==> src/rtl/mem_pkg.sv <==
// Shared definitions for the data-memory access unit: FSM encoding, access-size
// constants and the address range check.
package mem_pkg;

    typedef logic [2:0] state_t;

    localparam state_t IDLE    = 3'd0;
    localparam state_t LD_RD   = 3'd1;
    localparam state_t LD_CAP  = 3'd2;
    localparam state_t RMW_RD  = 3'd3;
    localparam state_t RMW_MRG = 3'd4;
    localparam state_t ST_WR   = 3'd5;
    localparam state_t RESP    = 3'd6;

    localparam logic BYTE = 1'b0;
    localparam logic WORD = 1'b1;

    // A word access touches addr and addr+1; both must be implemented bytes.
    function automatic logic addr_in_range(input logic [31:0] addr, input logic word,
                                           input int unsigned mem_bytes);
        if (word == WORD) begin
            return (addr + 32'd1) < mem_bytes;
        end
        return addr < mem_bytes;
    endfunction

endpackage

==> src/rtl/load_extend.sv <==
// Combinational load-data extender: passes a 16-bit word through or zero/sign
// extends the low byte. Shared with the writeback stage.
module load_extend
    import mem_pkg::*;
(
    input  logic [15:0] raw,
    input  logic        word,
    input  logic        sign_ext,
    output logic [15:0] data
);

    always_comb begin
        if (word == WORD) begin
            data = raw;
        end else if (sign_ext) begin
            data = {{8{raw[7]}}, raw[7:0]};
        end else begin
            data = {8'h00, raw[7:0]};
        end
    end

endmodule

==> src/rtl/mem_access_unit.sv <==
// MEM-stage initiator for the data-memory port: one load/store at a time,
// byte stores done as read-modify-write because the memory always writes two bytes.
module mem_access_unit
    import mem_pkg::*;
#(
    parameter int unsigned ADDR_WIDTH = 16,
    parameter int unsigned MEM_BYTES  = 1024
) (
    input  logic                  clk,
    input  logic                  rst_n,
    input  logic                  req_valid,
    output logic                  req_ready,
    input  logic                  req_write,
    input  logic                  req_word,
    input  logic                  req_signed,
    input  logic [ADDR_WIDTH-1:0] req_addr,
    input  logic [15:0]           req_wdata,
    output logic                  resp_valid,
    input  logic                  resp_ready,
    output logic [15:0]           resp_data,
    output logic                  resp_err,
    output logic                  mem_wr_enable,
    output logic                  mem_rd_enable,
    output logic [15:0]           mem_addr_bus,
    output logic [15:0]           mem_in_bus,
    output logic                  mem_number_of_byte,
    input  logic [15:0]           mem_out_bus
);

    state_t                  state_q, state_d;
    logic                    write_q, write_d;
    logic                    word_q, word_d;
    logic                    signed_q, signed_d;
    logic [ADDR_WIDTH-1:0]   addr_q, addr_d;
    logic [15:0]             wdata_q, wdata_d;
    logic [15:0]             resp_data_q, resp_data_d;
    logic                    resp_err_q, resp_err_d;
    logic [15:0]             ext_data;
    logic                    req_in_range;

    load_extend u_load_extend (
        .raw      (mem_out_bus),
        .word     (word_q),
        .sign_ext (signed_q),
        .data     (ext_data)
    );

    assign req_in_range = addr_in_range(32'(req_addr), req_word, MEM_BYTES);

    always_comb begin
        state_d     = state_q;
        write_d     = write_q;
        word_d      = word_q;
        signed_d    = signed_q;
        addr_d      = addr_q;
        wdata_d     = wdata_q;
        resp_data_d = resp_data_q;
        resp_err_d  = resp_err_q;

        case (state_q)
            IDLE: begin
                if (req_valid) begin
                    write_d     = req_write;
                    word_d      = req_word;
                    signed_d    = req_signed;
                    addr_d      = req_addr;
                    wdata_d     = req_wdata;
                    resp_data_d = 16'h0000;
                    if (!req_in_range) begin
                        resp_err_d = 1'b1;
                        state_d    = RESP;
                    end else if (!req_write) begin
                        state_d = LD_RD;
                    end else if (req_word == WORD) begin
                        state_d = ST_WR;
                    end else begin
                        state_d = RMW_RD;
                    end
                end
            end
            LD_RD:   state_d = LD_CAP;
            LD_CAP: begin
                resp_data_d = ext_data;
                state_d     = RESP;
            end
            RMW_RD:  state_d = RMW_MRG;
            RMW_MRG: begin
                // Keep the neighbouring byte as read, replace only the addressed one.
                wdata_d = {mem_out_bus[15:8], wdata_q[7:0]};
                state_d = ST_WR;
            end
            ST_WR: begin
                resp_data_d = 16'h0000;
                state_d     = RESP;
            end
            RESP: begin
                if (resp_ready) begin
                    resp_err_d = 1'b0;
                    state_d    = IDLE;
                end
            end
            default: state_d = IDLE;
        endcase
    end

    always_ff @(posedge clk or negedge rst_n) begin
        if (!rst_n) begin
            state_q     <= IDLE;
            write_q     <= 1'b0;
            word_q      <= 1'b0;
            signed_q    <= 1'b0;
            addr_q      <= '0;
            wdata_q     <= 16'h0000;
            resp_data_q <= 16'h0000;
            resp_err_q  <= 1'b0;
        end else begin
            state_q     <= state_d;
            write_q     <= write_d;
            word_q      <= word_d;
            signed_q    <= signed_d;
            addr_q      <= addr_d;
            wdata_q     <= wdata_d;
            resp_data_q <= resp_data_d;
            resp_err_q  <= resp_err_d;
        end
    end

    // Memory-side outputs come only from registered state and latched request fields.
    always_comb begin
        req_ready          = (state_q == IDLE);
        resp_valid         = (state_q == RESP);
        resp_data          = resp_data_q;
        resp_err           = resp_err_q;
        mem_rd_enable      = (state_q == LD_RD) || (state_q == RMW_RD);
        mem_wr_enable      = (state_q == ST_WR);
        mem_addr_bus       = 16'(addr_q);
        mem_in_bus         = (state_q == ST_WR) ? wdata_q : 16'h0000;
        mem_number_of_byte = BYTE;
        case (state_q)
            LD_RD:         mem_number_of_byte = word_q;
            RMW_RD, ST_WR: mem_number_of_byte = WORD;
            default:       mem_number_of_byte = BYTE;
        endcase
    end

    logic unused_write;
    assign unused_write = write_q;

endmodule

==> config.mk <==
export PLATFORM = sky130hd
export DESIGN_NAME = mem_access_unit
export DESIGN_NICKNAME = d
export VERILOG_FILES = /design/src/rtl/mem_pkg.sv /design/src/rtl/load_extend.sv /design/src/rtl/mem_access_unit.sv
export SDC_FILE = /design/constraint.sdc
export NUM_CORES = 1
export LEC_CHECK = 0
export CAP_MARGIN = 20
export CORE_ASPECT_RATIO = 2
export CORE_MARGIN = 2
export CORE_UTILIZATION = 38
export CTS_CLUSTER_SIZE = 30
export DETAILED_ROUTE_END_ITERATION = 6
export PLACE_DENSITY = 0.76
export SKIP_CTS_REPAIR_TIMING = 1
export SLEW_MARGIN = 5
export SYNTH_ARGS = -nofsm -noshare
export SYNTH_HDL_FRONTEND = slang
export SYNTH_HIERARCHICAL = 1
export SYNTH_SLANG_ARGS = --single-unit
==> constraint.sdc <==
create_clock -name clk -period 1.72 [get_ports clk]
set_input_delay 0.258 -clock clk [delete_from_list [all_inputs] [get_ports clk]]
set_output_delay 0.258 -clock clk [all_outputs]
set_load 0.1 [all_outputs]
---- Word-level counts from Yosys, hierarchy flattened ----
Index checks and enable logic that the tools add are counted.
W data, S select, Z words.
storage, ports and cells
  register bits ........................... 54
  bits in latches ......................... 0
  memory bits (writable) .................. 0
  ROM bits ................................ 0
  input port bits ......................... 55
  output and inout port bits .............. 54
  word-level logic and storage cells ...... 55
  memories kept ........................... 0
operators by class
  $add $sub $neg .......................... 1
  $mul .................................... 0
  divide/modulo/power cells ............... 0
  magnitude comparators ................... 2
  equal/unequal tests ..................... 9
  shifts and indexed selects .............. 0
  multiplexer cells ....................... 21
  bitwise logic cells ..................... 1
  reductions and logical operators ........ 13
operator list
  cell                     number
  $mux W16                 5
  $pmux W16 S3             1
  $pmux W16 S2             1
  $pmux W3 S6              1
  $add A16 B1 Y17 const B  1
  $lt A17 B11 Y1 const B   1
  $lt A16 B11 Y1 const B   1
  $mux W3                  5
  $eq A3 B3 Y1 const B     3
  $reduce_and A2 Y1        4
  $eq A3 B2 Y1 const B     2
  $mux W1                  6
  $ne A2 B2 Y1 const B     2
  $pmux W1 S2              2
  $reduce_and A4 Y1        1
  $reduce_bool A2 Y1       2
  $reduce_or A2 Y1         2
  $eq A3 B1 Y1 const B     1
  $logic_not A3 Y1         1
  $reduce_and A3 Y1        1
  $reduce_bool A3 Y1       1
  $ne A2 B1 Y1 const B     1
  $logic_or A1 B1 Y1       1
  $not A1 Y1               1

---- Longest topological paths before layout ----
  depth in word-level cells ............... 7
  depth in mapped cells ................... 6
  gate-level depth less buffers ........... 3

---- Hierarchy ----
The synthesis kept the hierarchy.
modules (own cells, without submodules)
  module           instances  cells each  area an instance (um2)  seq. area each (um2)
  mem_access_unit  1          183         2423.6                  1351.3
  load_extend      1          26          151.4                   0.0

---- Least setup slack after synthesis ----
OpenSTA, ideal clock, no wires.
  path kind ............................... reg2out
  start point ............................. register state_q[2]
  end point ............................... output port mem_number_of_byte
  data arrival time ....................... 2.998 ns
  required time ........................... 1.462 ns
  path slack .............................. -1.536 ns
  cell stages (with the launch flop) ...... 4
  path buffers ............................ 1
  cell sequence ........................... dfrtp_1 -> clkbuf_1 -> nor3_1 -> a211oi_1
on the way
  longest elaborated chain between the ends .. 3
  elaborated cells between the ends (all ways) .. 5
  those cells by class .................... 3 x eq/ne; 1 x mux; 1 x reduce/logical
RTL lines
  item                                          line                    source
  start, declared                               mem_access_unit.sv:30   state_t state_q, state_d;
  start signal, assigned                        mem_access_unit.sv:117  state_q <= state_d;
  $eq A3 B3 Y1 or $eq A3 B2 Y1 (tied branches)  mem_access_unit.sv:139  case (state_q)
  $reduce_or A2 Y1                              mem_access_unit.sv:139
  $pmux W1 S2 *                                 mem_access_unit.sv:139
  end, declared                                 mem_access_unit.sv:26   output logic mem_number_of_byte,
Mark *: on every way between the ends. The rest lies on a longest branch, timed or not.

---- Worst setup path after layout ----
  start point ............................. register state_q[1]
  end point ............................... output port mem_in_bus[8]
on the way
  longest elaborated chain between the ends .. 2
RTL lines
  item           line                    source
  $eq A3 B3 Y1   mem_access_unit.sv:137  mem_in_bus = (state_q == ST_WR) ? wdata_q : 16'h0000;
  $mux W16       mem_access_unit.sv:137
  end, declared  mem_access_unit.sv:25   output logic [15:0] mem_in_bus,
Every way passes these cells.

==> impl_metrics.yaml <==
synth:
  synth-edff-count: 0
  synthXorXnorAreaFrac_pct: 0
  synthDistinctLibCells: 34
  synth_compound_area_share_pct: 14.2
  synthTopCellsByArea: "dfrtp_1, mux2_4, a22o_1, and2_1, nand2_1"
  syn-num-nets: 264
  synth_top_area_share_pct: 52.5
  synth_top_area_cell: "dfrtp_1"
  synthAdderAreaFrac_pct: 0
  synth_seq_cells: 54
  synth_warnings: 6
  synthFlopType: "dfrtp_1"
  syn_avg_cell_area_um2: 12.3
  synth_area_mm2: 0.00257
  yosys.area_share.simple_pct: 13.9
  ys_seq_area_share_pct: 52.5
  synth_top_family_by_area: "compound AO/OA/AOI/OAI gates"
  synth_async_sr_flop_share_pct: 100
  syn_inst: 209
  synth.area.mux_share_pct: 13.7
worst_setup_path:
  crit_type: "flip-flop to output port"
  arrival_ns: 1.62
  worstPathMaxFanout: 9
  required_ns: 1.46
  cp-end-kind: "output port"
  start_kind: "flip-flop"
final_layout:
  drive_above_1_share_pct: 42.3
  seqCellArea_mm2: 0.00135
  final_cell_mix: "buf_12, dfrtp_1, clkdlybuf4s50_1, a22o_1, nand2_1"
  antenna_cells: 0
  syn_to_final_growth_pct: 83.1
  mostFrequentLayoutCell: "buf_12"
  nNetsFinal: 387
  multi_input_area_mm2: 0.00115
  fillers: 444
floorplanning:
  die-area_mm2: 0.00749
  die_w_um: 62.2
  ioPinCount: 109
  initial_core_util_pct: 39.2
  rows: 42
  die-height_um: 120
  coreArea_mm2: 0.00657
clocking:
  cts_sinks: 54
  cts_root_buf: "clkbuf_16"
  clk_latency_ns: 0.29
  cts_htree_levels: 2
  path_clk_slew_ns: 0.07
  cts_tree: "yes"
  cts_inserted_buffers: 5
  clockBufferDepth: 2
route:
  antenna_left: 0
  post_drt_via_cell_ratio: 5.12
  post-route-drc-count: 0
  routed_wl_um: 7420
  drt-pass1-iter-count: 4
  drt_iter0_drc: 134
  routedWlPerCell_um: 17.6
  vias: 2156
timing:
  worst_slew_pin_slew_ns: 0.437
  post-route-min-period_ns: 1.88
  slew_viol_final: 0
  min_period_over_period_pct: 109
  finalClockSkew_ns: 0.00556
  setup_viol: 42
  rsz0062_at_grt: "true"
  slew_headroom_pct: 70.8
  fmax_ghz: 0.532
  hold_violations: 0
  setup_slack_ns: -0.161
place:
  gp_congestion: 0.856
  dp_hpwl_um: 5680
  port_buffers: 108
  post-place-ws_ns: -0.237
global_route:
  grt_pass1_vias: 2241
  grt_overflow: 0
  grt_pass1_wl_um: 11600
  grt_usage_pct: 19.8
  antenna_found_initial: 0
  grt_max_degree: 24
job:
  max-cap-violations: 0
run_status:
  violations: "negative setup slack"
  status: "complete, but fails checks"
worst_hold_path:
  hold_class: "primary input to asynchronous set/reset pin"
==> cells by family after synthesis <==
group                  Yosys count
AND/OR/NAND/NOR                 64
buffers and inverters           22
multiplexers                    25
flip-flops                      54
AO/OA/AOI/OAI                   44
==> Yosys cell counts, drive strengths merged, types with 2 or more instances <==
cell and n:
clkbuf 4, a21oi 3, nor3 3, nor4 2
nand2b 2, nor2 6, and3b 2, and2 16
a22o 24, nand4 5, dfrtp 54, buf 16
nand2 21, nand3 2, mux2 25, inv 2
a211oi 2, a21o 8
==> routing by layer <==
metal  track usage [%]  routed length [um]
met5                 0                   0
met4              7.50                 147
met3              4.74                 416
met2              36.5                4190
met1              21.7                2660
==> stage by stage <==
stage                     util (%)  instance area [um^2]  setup TNS [ns]  cells  hold WS (ns)
after global routing          71.8                  4710           -5.59    421         0.471
after detailed placement      67.1                  4410           -5.38    403         0.224
after global placement        67.1                  4410           -4.32    403         0.211
final                         71.8                  4710           -3.41    421         0.434
after floorplan                  -                  2650          -0.499    209       -0.0376
after CTS                     70.1                  4600           -2.87    411       -0.0927
==> critical path, cell delays in order, from the launching register on <==
cell and delay (ns):
dfrtp_1 0.39, buf_6 0.15, and3b_2 0.30, clkbuf_16 0.17, and2_4 0.15, buf_12 0.16
==> registers in the layout (all words and copies together), names as in the netlist <==
signal / cells
word_q: 1
resp_data: 16
wdata_q: 16
mem_addr_bus: 16
signed_q: 1
resp_err: 1
state_q: 3
==> cell type report <==
| type | instances | share of cell area [%] |
|---|---|---|
| multi-input combinational | 133 | 24.3 |
| tap | 88 | 2.34 |
| inverter | 2 | 0.159 |
| clock inverter | 3 | 1.46 |
| timing repair buffer | 136 | 40.4 |
| sequential | 54 | 28.7 |
| clock buffer | 5 | 2.65 |
==> worst paths after layout <==
path | from | end | slack [ns] | cells after the start
setup / recovery | state_q[1] | mem_in_bus[8] | -0.16 | 5
hold / removal | rst_n | wdata_q[5] | 0.43 | 2
setup reg to reg | state_q[0] | mem_addr_bus[13] | -0.07 | 4
hold reg to reg | wdata_q[11] | wdata_q[11] | 0.49 | 1
max in group asynchronous | rst_n | resp_data[4] | 0.62 | 3
min in group clk | wdata_q[11] | wdata_q[11] | 0.49 | 1
Power is not shown: default switching activity piles up to over one toggle a cycle in this logic, so the estimate is an artifact.
